[config.mk]
export PLATFORM = sky130hd
export DESIGN_NAME = kmul_stream_shell
export DESIGN_NICKNAME = d
export VERILOG_FILES = /design/src/rtl/kmul_stream_shell.sv
export SDC_FILE = /design/constraint.sdc
export NUM_CORES = 1
export LEC_CHECK = 0
export ABC_AREA = 1
export CAP_MARGIN = 10
export CORE_MARGIN = 3
export CORE_UTILIZATION = 45
export DETAILED_ROUTE_END_ITERATION = 16
export GPL_TIMING_DRIVEN = 0
export PLACE_DENSITY = 0.83
export REMOVE_ABC_BUFFERS = 1
export SLEW_MARGIN = 20
export SYNTH_ARGS = -nofsm -noshare
export SYNTH_HDL_FRONTEND = slang
export SYNTH_SLANG_ARGS = --single-unit
[constraint.sdc]
create_clock -name clk -period 3.5 [get_ports clk]
set_input_delay 0.35 -clock clk [delete_from_list [all_inputs] [get_ports clk]]
set_output_delay 0.35 -clock clk [all_outputs]
set_load 0.02 [all_outputs]
[src/rtl/kmul_stream_shell.sv]
// kmul_stream_shell
// Handshake shell around a combinational Karatsuba multiplier (ports u, v, r).
// Operand pairs enter a 2-entry FIFO and are popped onto registered multiplier
// operands. Those operands are held for SETTLE cycles (multicycle path), then
// the 2N-bit product is captured into a valid/ready output register.
// Optional feature: define KMUL_SHELL_CHECK_EN to build a behavioural product
// comparator that raises a sticky err on any capture mismatch.
module kmul_stream_shell #(
    parameter int N      = 16,
    parameter int SETTLE = 2
) (
    input  logic           clk,
    input  logic           rst_n,
    input  logic           in_valid,
    output logic           in_ready,
    input  logic [N-1:0]   in_a,
    input  logic [N-1:0]   in_b,
    output logic [N-1:0]   mul_u,
    output logic [N-1:0]   mul_v,
    input  logic [2*N-1:0] mul_r,
    output logic           out_valid,
    input  logic           out_ready,
    output logic [2*N-1:0] out_r,
    output logic           busy,
    output logic           err
);

    typedef enum logic [1:0] {
        S_IDLE,
        S_SETTLE,
        S_OUT
    } state_t;

    state_t         state_q, state_d;
    logic [3:0]     cnt_q, cnt_d;
    logic [N-1:0]   mul_u_q, mul_u_d;
    logic [N-1:0]   mul_v_q, mul_v_d;
    logic [2*N-1:0] out_r_q, out_r_d;
    logic           out_valid_q, out_valid_d;
    logic           rd_ptr_q, rd_ptr_d;
    logic           wr_ptr_q, wr_ptr_d;
    logic [1:0]     count_q, count_d;
    logic [N-1:0]   mem_a_q [2];
    logic [N-1:0]   mem_b_q [2];

    logic full, empty, push, pop, capture;

    // FIFO occupancy flags and push qualification; a same-cycle pop never raises in_ready.
    always_comb begin
        full     = (count_q == 2'd2);
        empty    = (count_q == 2'd0);
        in_ready = !full;
        push     = in_valid && !full;
    end

    // FIFO pointer and occupancy next-state.
    always_comb begin
        wr_ptr_d = wr_ptr_q ^ push;
        rd_ptr_d = rd_ptr_q ^ pop;
        count_d  = count_q + {1'b0, push} - {1'b0, pop};
    end

    // FIFO storage write on push.
    // NOTE: the storage array carries no reset; occupancy lives in count_q, so stale contents are never read.
    always_ff @(posedge clk) begin
        if (push) begin
            mem_a_q[wr_ptr_q] <= in_a;
            mem_b_q[wr_ptr_q] <= in_b;
        end
    end

    // Sequencer: pop onto the multiplier, count out the settle window, present the product.
    // NOTE: every signal written here is given a default first so no path leaves one unassigned (no latches).
    always_comb begin
        state_d     = state_q;
        cnt_d       = cnt_q;
        mul_u_d     = mul_u_q;
        mul_v_d     = mul_v_q;
        out_r_d     = out_r_q;
        out_valid_d = out_valid_q;
        pop         = 1'b0;
        capture     = 1'b0;
        unique case (state_q)
            S_IDLE: begin
                if (!empty) begin
                    pop = 1'b1;
                end
            end
            S_SETTLE: begin
                cnt_d = cnt_q - 4'd1;
                if (cnt_q == 4'd1) begin
                    capture     = 1'b1;
                    out_r_d     = mul_r;
                    out_valid_d = 1'b1;
                    state_d     = S_OUT;
                end
            end
            S_OUT: begin
                if (out_ready) begin
                    out_valid_d = 1'b0;
                    state_d     = S_IDLE;
                    if (!empty) begin
                        pop = 1'b1;
                    end
                end
            end
            default: state_d = S_IDLE;
        endcase
        // A pop always loads fresh operands and restarts the settle window.
        if (pop) begin
            mul_u_d = mem_a_q[rd_ptr_q];
            mul_v_d = mem_b_q[rd_ptr_q];
            cnt_d   = 4'(SETTLE);
            state_d = S_SETTLE;
        end
    end

    // State, datapath and FIFO control registers with asynchronous reset.
    // NOTE: sequential state uses non-blocking assignments so all flops update from pre-edge values.
    always_ff @(posedge clk or negedge rst_n) begin
        if (!rst_n) begin
            state_q     <= S_IDLE;
            cnt_q       <= '0;
            mul_u_q     <= '0;
            mul_v_q     <= '0;
            out_r_q     <= '0;
            out_valid_q <= 1'b0;
            rd_ptr_q    <= 1'b0;
            wr_ptr_q    <= 1'b0;
            count_q     <= '0;
        end else begin
            state_q     <= state_d;
            cnt_q       <= cnt_d;
            mul_u_q     <= mul_u_d;
            mul_v_q     <= mul_v_d;
            out_r_q     <= out_r_d;
            out_valid_q <= out_valid_d;
            rd_ptr_q    <= rd_ptr_d;
            wr_ptr_q    <= wr_ptr_d;
            count_q     <= count_d;
        end
    end

    assign mul_u     = mul_u_q;
    assign mul_v     = mul_v_q;
    assign out_r     = out_r_q;
    assign out_valid = out_valid_q;
    assign busy      = !empty || (state_q != S_IDLE);

`ifdef KMUL_SHELL_CHECK_EN
    logic [2*N-1:0] ref_prod;
    logic           err_q, err_d;

    // Behavioural reference product and sticky mismatch flag, evaluated on the capture edge.
    always_comb begin
        ref_prod = (2*N)'(mul_u_q) * (2*N)'(mul_v_q);
        err_d    = err_q | (capture && (mul_r != ref_prod));
    end

    // Sticky error register, cleared only by reset.
    always_ff @(posedge clk or negedge rst_n) begin
        if (!rst_n) begin
            err_q <= 1'b0;
        end else begin
            err_q <= err_d;
        end
    end

    assign err = err_q;
`else
    assign err = 1'b0;
`endif

endmodule
==> summary.txt, run 1 <==
Outcome
  – Status: completed

Layout
  – Fin util: between 60 and 70%
  – Area grow syn2layout: 38.1%
  – Non-filler cells, final: about 740
  – Layout cell share with drive strength beyond 1: between 10 and 15%
  – ANT cells: 0
  – Nets@finish: 654
  – Final std cell area, no fill: 7380 µm²

Clocking
  – Post-CTS Setup Bufs: 0
  – Worst-Skew Late Latency: around 0.41 ns
  – H-tree depth: 4
  – Clk slew on worst S/H paths: 0.06 ns
  – Post-cts resize count: 0
  – TritonCTS clock tree: done
  – Hold-fix buffers at CTS: 1
  – TritonCTS buffer count: 17
  – Max Root-Sink Buffers: 2
  – CTS Sinks: 139
  – Clock root cell: clkbuf_16

Timing
  – Final Hold Viols: 0
  – RSZ-0062 raised after global routing: false
  – Setup ws final: just over 1 ns
  – Minimum clock period: 2.48 ns
  – Tightest Pin Transition: 1.05 ns
  – Clock Skews: between 0.005 and 0.006 ns
  – Period utilization: 71.0%
  – Final setup fails: 0
  – Fmax: ~0.4 GHz
  – Max Slew Vio Count: 0
  – Setup TNS: 0 ns
  – Max-Slew Margin vs Limit: 30.0%
  – Hold WS: 0.425 ns

Place
  – Setup WS pre-CTS: approximately 0.74 ns
  – Area after DPL: 6810 µm²
  – Placer congestion estimate: 0.778
  – Port bufs: 134
  – DP HPWL: 7.36 mm
  – Placed Cells: 703

Floorplan
  – Die ar.: 13200 µm²
  – IO Pins: 136
  – Cell Rows: 39
  – DIE HEIGHT: 115 µm
  – Core area: approximately 12000 µm²
  – Die W: about 110 µm
  – Initial Utilization: 46.4%

Global route
  – Largest net degree at the start of global routing: 73
  – First-pass GRT wire length: 18.0 mm
  – Vias in the first global route: 3666
  – Total grt overflow: 0
  – Initial antenna violation count: 0
  – GRT Overall Usage: between 10% and 20%

Pwr
  – Power Dens Cells: 952 nW/µm²
  – Leakage Power: 3.14 nW
  – Final Power: 7.02 mW
  – Maximum vdd drop: 0.461 mV

Route
  – Vias: 3577
  – Routed Antenna Nets: 0
  – DRC violations left: 0
  – WL final: 11.3 mm
  – Wire per inst: 15.4 µm
  – Vias per cell: 4.86
  – 1st-iter DRT viols: 286
  – 1st-pass router iterations: 4

Yosys
  – Dominant synthesized flop cell: dfrtp_1
  – Post-synth EDFFs: 64
  – Mean post-synth cell area: 12.0 µm²
  – Yosys reg bits: 139
  – Post-synth ARST share: 54.0%
  – Yosys Warn Count: 0
  – Syn Std Cell Area: 5340 µm²
  – Sequential-to-total area share from yosys stat: between 70% and 80%
  – Yosys cell types: 25
  – Syn Inst Count: 444

Setup path
  – Reg2reg path depth: 3
  – Worst Path Required: 3.76 ns
  – Crit Path Max Fanout: 34
  – Endpoint class of the critical path: flip-flop
  – Worst reg2reg setup slack: 1.02 ns
  – Setup crit start kind: flip-flop
  – Arrival time at the worst endpoint: 2.75 ns
  – Reg2reg end: mul_v[15]
  – Reg-to-Reg Start: rd_ptr_q
  – WS Path Type: reg -> reg

Hold path
  – Min-delay worst type: in -> async

Flow run
  – Max Cap Violations: 0
[cells in the final DEF, fill, tap and decap left out, drive strengths merged]
cell           instances
buf                    4
bufinv                 1
clkbuf                23
clkdlybuf4s50        133
clkinv                 7
clkinvlp               1
conb                   1
dfrtp                 75
dlygate4sd3            1
edfxtp                64
ha                     6
inv                   46
nand2                 83
nand3                  5
nand4                  1
nor2                   8
o211ai                 1
o21ai                 98
or2                   32
xnor2                  2
xor2                   1
[per-layer routing]
| layer | part of all wire [%] | vias up | global-route usage (%) | routed length [µm] |
|---|---|---|---|---|
| met5 | 0 | - | 0 | 0 |
| li1 | - | 1739 | - | - |
| met2 | 47 | 146 | 28.7 | 5310 |
| met3 | 8.4 | 22 | 6.11 | 954 |
| met4 | 1.7 | 0 | 8.29 | 198 |
| met1 | 43 | 1670 | 22.0 | 4880 |
[where the power goes]
group	switching (mW)	leakage [nW]	internal, mW
logic	1.47	1.36	1.19
clock network	0.626	0.272	1.02
registers	0.347	1.50	2.36
total	2.45	3.14	4.57
[area by class of cell]
class / instances / area (µm²)
clock buffer: 23 / 478
clock inverter: 9 / 70.1
fill: 854 / 4140
inverter: 46 / 173
multi-input combinational: 238 / 1260
sequential: 139 / 3800
tap: 143 / 179
timing repair buffer: 138 / 1420
[cells in the mapped netlist, types with 2 or more instances]
cell | count | share of area (%)
ha_1 | 6 | 1.4
clkbuf_1 | 9 | 0.63
nand2_1 | 82 | 5.8
inv_1 | 45 | 3.2
dfrtp_1 | 75 | 35
nand3_1 | 4 | 0.37
o21ai_2 | 14 | 2.3
edfxtp_1 | 64 | 36
o21ai_1 | 17 | 1.6
xnor2_1 | 2 | 0.33
or2_2 | 32 | 3.7
buf_6 | 5 | 1.1
o21ai_0 | 67 | 6.3
buf_2 | 5 | 0.47
nor2_1 | 7 | 0.49
[kinds of logic after synthesis]
group                    after synthesis  synth area share [%]
AO/OA/AOI/OAI                         99                  10.3
XOR/XNOR                               3                 0.492
adder cells (fa/ha/maj)                6                  1.41
buffers and inverters                 67                  5.62
flip-flops                           139                  71.1
other                                  1                0.0702
AND/OR/NAND/NOR                      129                  11.0
[registers in the layout (all words and copies together), names as in the netlist]
signal,count
cnt_q,4
count_q,2
mem_a_q,32
mem_b_q,32
mul_u,16
mul_v,16
out_r,32
out_valid,1
rd_ptr_q,1
state_q,2
wr_ptr_q,1
[worst max-delay path by stage]
stage                     from          to  cells past startpoint
detailed placement   out_ready  count_q[1]                      9
global placement         rst_n   mul_v[12]                      1
CTS                   rd_ptr_q    mul_u[1]                      3
floorplan           count_q[1]  count_q[1]                      8
finish                rd_ptr_q   mul_v[15]                      3
global route          rd_ptr_q    mul_v[9]                      3
[worst max-delay path, cell delays in order, from the launching register on]
cell	delay, ns
dfrtp_1	1.03
inv_1	0.79
o21ai_0	0.40
o21ai_0	0.12
Power figures use the tool's default switching activity.
==> run 2, diff against run 1 <==
==> constraint.sdc (replaced) <==
create_clock -name clk -period 2.6 [get_ports clk]
set_input_delay 0.26 -clock clk [delete_from_list [all_inputs] [get_ports clk]]
set_output_delay 0.26 -clock clk [all_outputs]
set_load 0.02 [all_outputs]
==> summary.txt, run 2 (synthesized netlist as in run 1, its figures left out) <==
Outcome
  – Status: completed

Place
  – Placed Cells: 703 (unchanged)
  – Port bufs: 134 (unchanged)
  – Placer congestion estimate: 0.778 (unchanged)
  – Setup WS pre-CTS: -0.0744 ns (-0.810 ns)
  – DP HPWL: 7.36 mm (unchanged)

Pwr
  – Sequential group share of total power: 38.5% (about the same)
  – Maximum vdd drop: 0.653 mV (+42%)
  – Power Dens Cells: 1280 nW/µm² (+35%)
  – Comb pwr share: 38.1% (about the same)
  – NetSw: 3.32 mW (+36%)
  – Sw Share: 35.1% (+0.19 points)
  – Pint: 6.16 mW (+35%)
  – Final Power: 9.48 mW (+35%)
  – Clock power frac: 23.4% (about the same)
  – Leakage Power: 3.13 nW (-0.17%)

Clocking
  – CTS Sinks: 139 (unchanged)
  – Clk slew on worst S/H paths: 0.05 ns (about the same)
  – TritonCTS clock tree: done
  – H-tree depth: 4 (unchanged)
  – Clock root cell: clkbuf_16
  – TritonCTS buffer count: 17 (unchanged)
  – Max Root-Sink Buffers: 2 (unchanged)
  – Worst-Skew Late Latency: 0.41 ns (about the same)

Timing
  – Setup ws final: 0.538 ns (-0.478 ns)
  – Final Hold Viols: 0 (unchanged)
  – Max-Slew Margin vs Limit: 50.1% (+20 points)
  – Hold WS: 0.332 ns (-0.0932 ns)
  – Setup TNS: 0 ns (unchanged)
  – Fmax: 0.485 GHz (+20%)
  – Minimum clock period: 2.06 ns (-0.422 ns)
  – RSZ-0062 raised after global routing: false
  – Max Slew Vio Count: 0 (unchanged)
  – Tightest Pin Transition: 0.748 ns (-0.300 ns)
  – Period utilization: 79.3% (+8.3 points)
  – Clock Skews: 0.00552 ns (-0.00000216 ns)
  – Final setup fails: 0 (unchanged)

Layout
  – Fillers: 851 (-0.35%)
  – Most frequent cells in the layout: clkdlybuf4s50_1 (133), nand2_1 (82), dfrtp_1 (74)
  – Most common cell after layout, fill and taps aside: clkdlybuf4s50_1
  – Area grow syn2layout: 38.3%
  – Multi-input logic area: 1260 µm² (unchanged)
  – Non-filler cells, final: 737 (+0.14%)
  – ANT cells: 0 (unchanged)
  – Register area: 3800 µm² (about the same)
  – Nets@finish: 655 (+0.15%)
  – Layout cell share with drive strength beyond 1: 14.5% (+0.48 points)

Route
  – Vias: 3586 (+0.25%)
  – 1st-iter DRT viols: 263 (-8.0%)
  – DRC violations left: 0 (unchanged)
  – WL final: 11.5 mm (+1.4%)
  – 1st-pass router iterations: 4 (unchanged)
  – Vias per cell: 4.87 (+0.12%)
  – Wire per inst: 15.6 µm (+1.3%)
  – Routed Antenna Nets: 0 (unchanged)

Setup path
  – WS Path Type: reg -> reg
  – Reg2reg end: count_q[1]
  – Crit path buf inv count: 2 (+1)
  – Worst reg2reg setup slack: 0.54 ns (-0.48 ns)
  – Worst Path Required: 2.90 ns (-0.86 ns)
  – Arrival time at the worst endpoint: 2.36 ns (-0.39 ns)
  – Crit Path Max Fanout: 72 (+110%)
  – Setup crit start kind: flip-flop
  – Reg2reg path depth: 8 (+5)
  – Total stage count of the critical path: 8 (+5)
  – Endpoint class of the critical path: flip-flop
  – Crit path from: count_q[1]
  – CP max stage delay: 0.48 ns (-0.55 ns)
  – Top delay family on crit path: simple AND/OR/NAND/NOR gates
  – Reg-to-Reg Start: count_q[1]
  – Critical Path Sink: count_q[1]
  – CP cell instances: nor2_1 > nor2_1 > nand2_4 > inv_1 > ha_1 > inv_1 > ha_1 > xnor2_1
  – Slowest cell on crit path: nand2_4

Global route
  – Largest net degree at the start of global routing: 73 (unchanged)
  – Total grt overflow: 0 (unchanged)
  – Vias in the first global route: 3661 (-0.14%)
  – GRT Overall Usage: 17.9% (unchanged)
  – Initial antenna violation count: 0 (unchanged)
  – First-pass GRT wire length: 18.0 mm (about the same)

Floorplan
  – Die ar.: 13200 µm² (unchanged)
  – Die W: 115 µm (unchanged)
  – Core area: 11500 µm² (unchanged)
  – Cell Rows: 39 (unchanged)
  – DIE HEIGHT: 115 µm (unchanged)
  – Initial Utilization: 46.4% (unchanged)
  – IO Pins: 136 (unchanged)

Hold path
  – Min-delay worst type: in -> async

Flow run
  – Max Cap Violations: 0 (unchanged)
==> run 2: cell type report <==
| cell class | instances | share of cell area (%) |
|---|---|---|
| Multi-Input combinational cell | 238 | 17.1 |
| Sequential cell | 139 | 51.4 |
| Inverter | 46 | 2.39 |
| Timing Repair inverter | 1 | 0.102 |
| Timing Repair Buffer | 138 | 19.2 |
| Clock inverter | 9 | 0.948 |
| Clock buffer | 23 | 6.47 |
| Tap cell | 143 | 2.42 |
==> run 2: how the worst min path moves through the flow <==
stage | startpoint | to | slack, ns
final | rst_n | out_r[19] | 0.33
after global placement | out_r[14] | out_r[14] | 0.46
after global routing | rst_n | out_r[19] | 0.35
after detailed placement | rst_n | out_r[22] | 0.22
after CTS | rst_n | out_r[22] | 0.31
after floorplan | rst_n | cnt_q[0] | -0.04
==> run 2: per-stage QoR <==
step	cell area (µm²)	util, %
after floorplan	5220	-
after global placement	6740	58.5
after detailed placement	6810	59.2
after CTS	7370	64.0
after global routing	7390	64.2
final	7390	64.2
==> run 2: worst register-to-register path, stage by stage (launching register included) <==
cell	delay, ns
dfrtp_1	0.40
nor2_1	0.15
nor2_1	0.09
nand2_4	0.48
inv_1	0.16
ha_1	0.32
inv_1	0.05
ha_1	0.18
xnor2_1	0.12
==> run 2: layer usage <==
metal / vias up / global-route usage (%) / wire length [µm]
met3: 21 / 6.00 / 953
met4: 0 / 8.14 / 196
met2: 146 / 28.8 / 5400
met5: - / 0 / 0
li1: 1738 / - / -
met1: 1681 / 22.0 / 4960
==> run 2: timing repair <==
item	CTS	global route
setup buffers	0	0
hold buffers	1	0
setup endpoints to repair	2	32
resized for setup	0	3
hold endpoints to repair	30	0
cloned	0	1
==> run 2: power groups by stage <==
stage	combinational (mW)	clock, mW	sequential [mW]
after detailed placement	3.64	0	3.67
after global routing	3.98	2.37	3.75
after global placement	3.44	0	3.64
final	3.61	2.22	3.65
after CTS	3.65	2.28	3.65
after floorplan	1.35	0	4.19
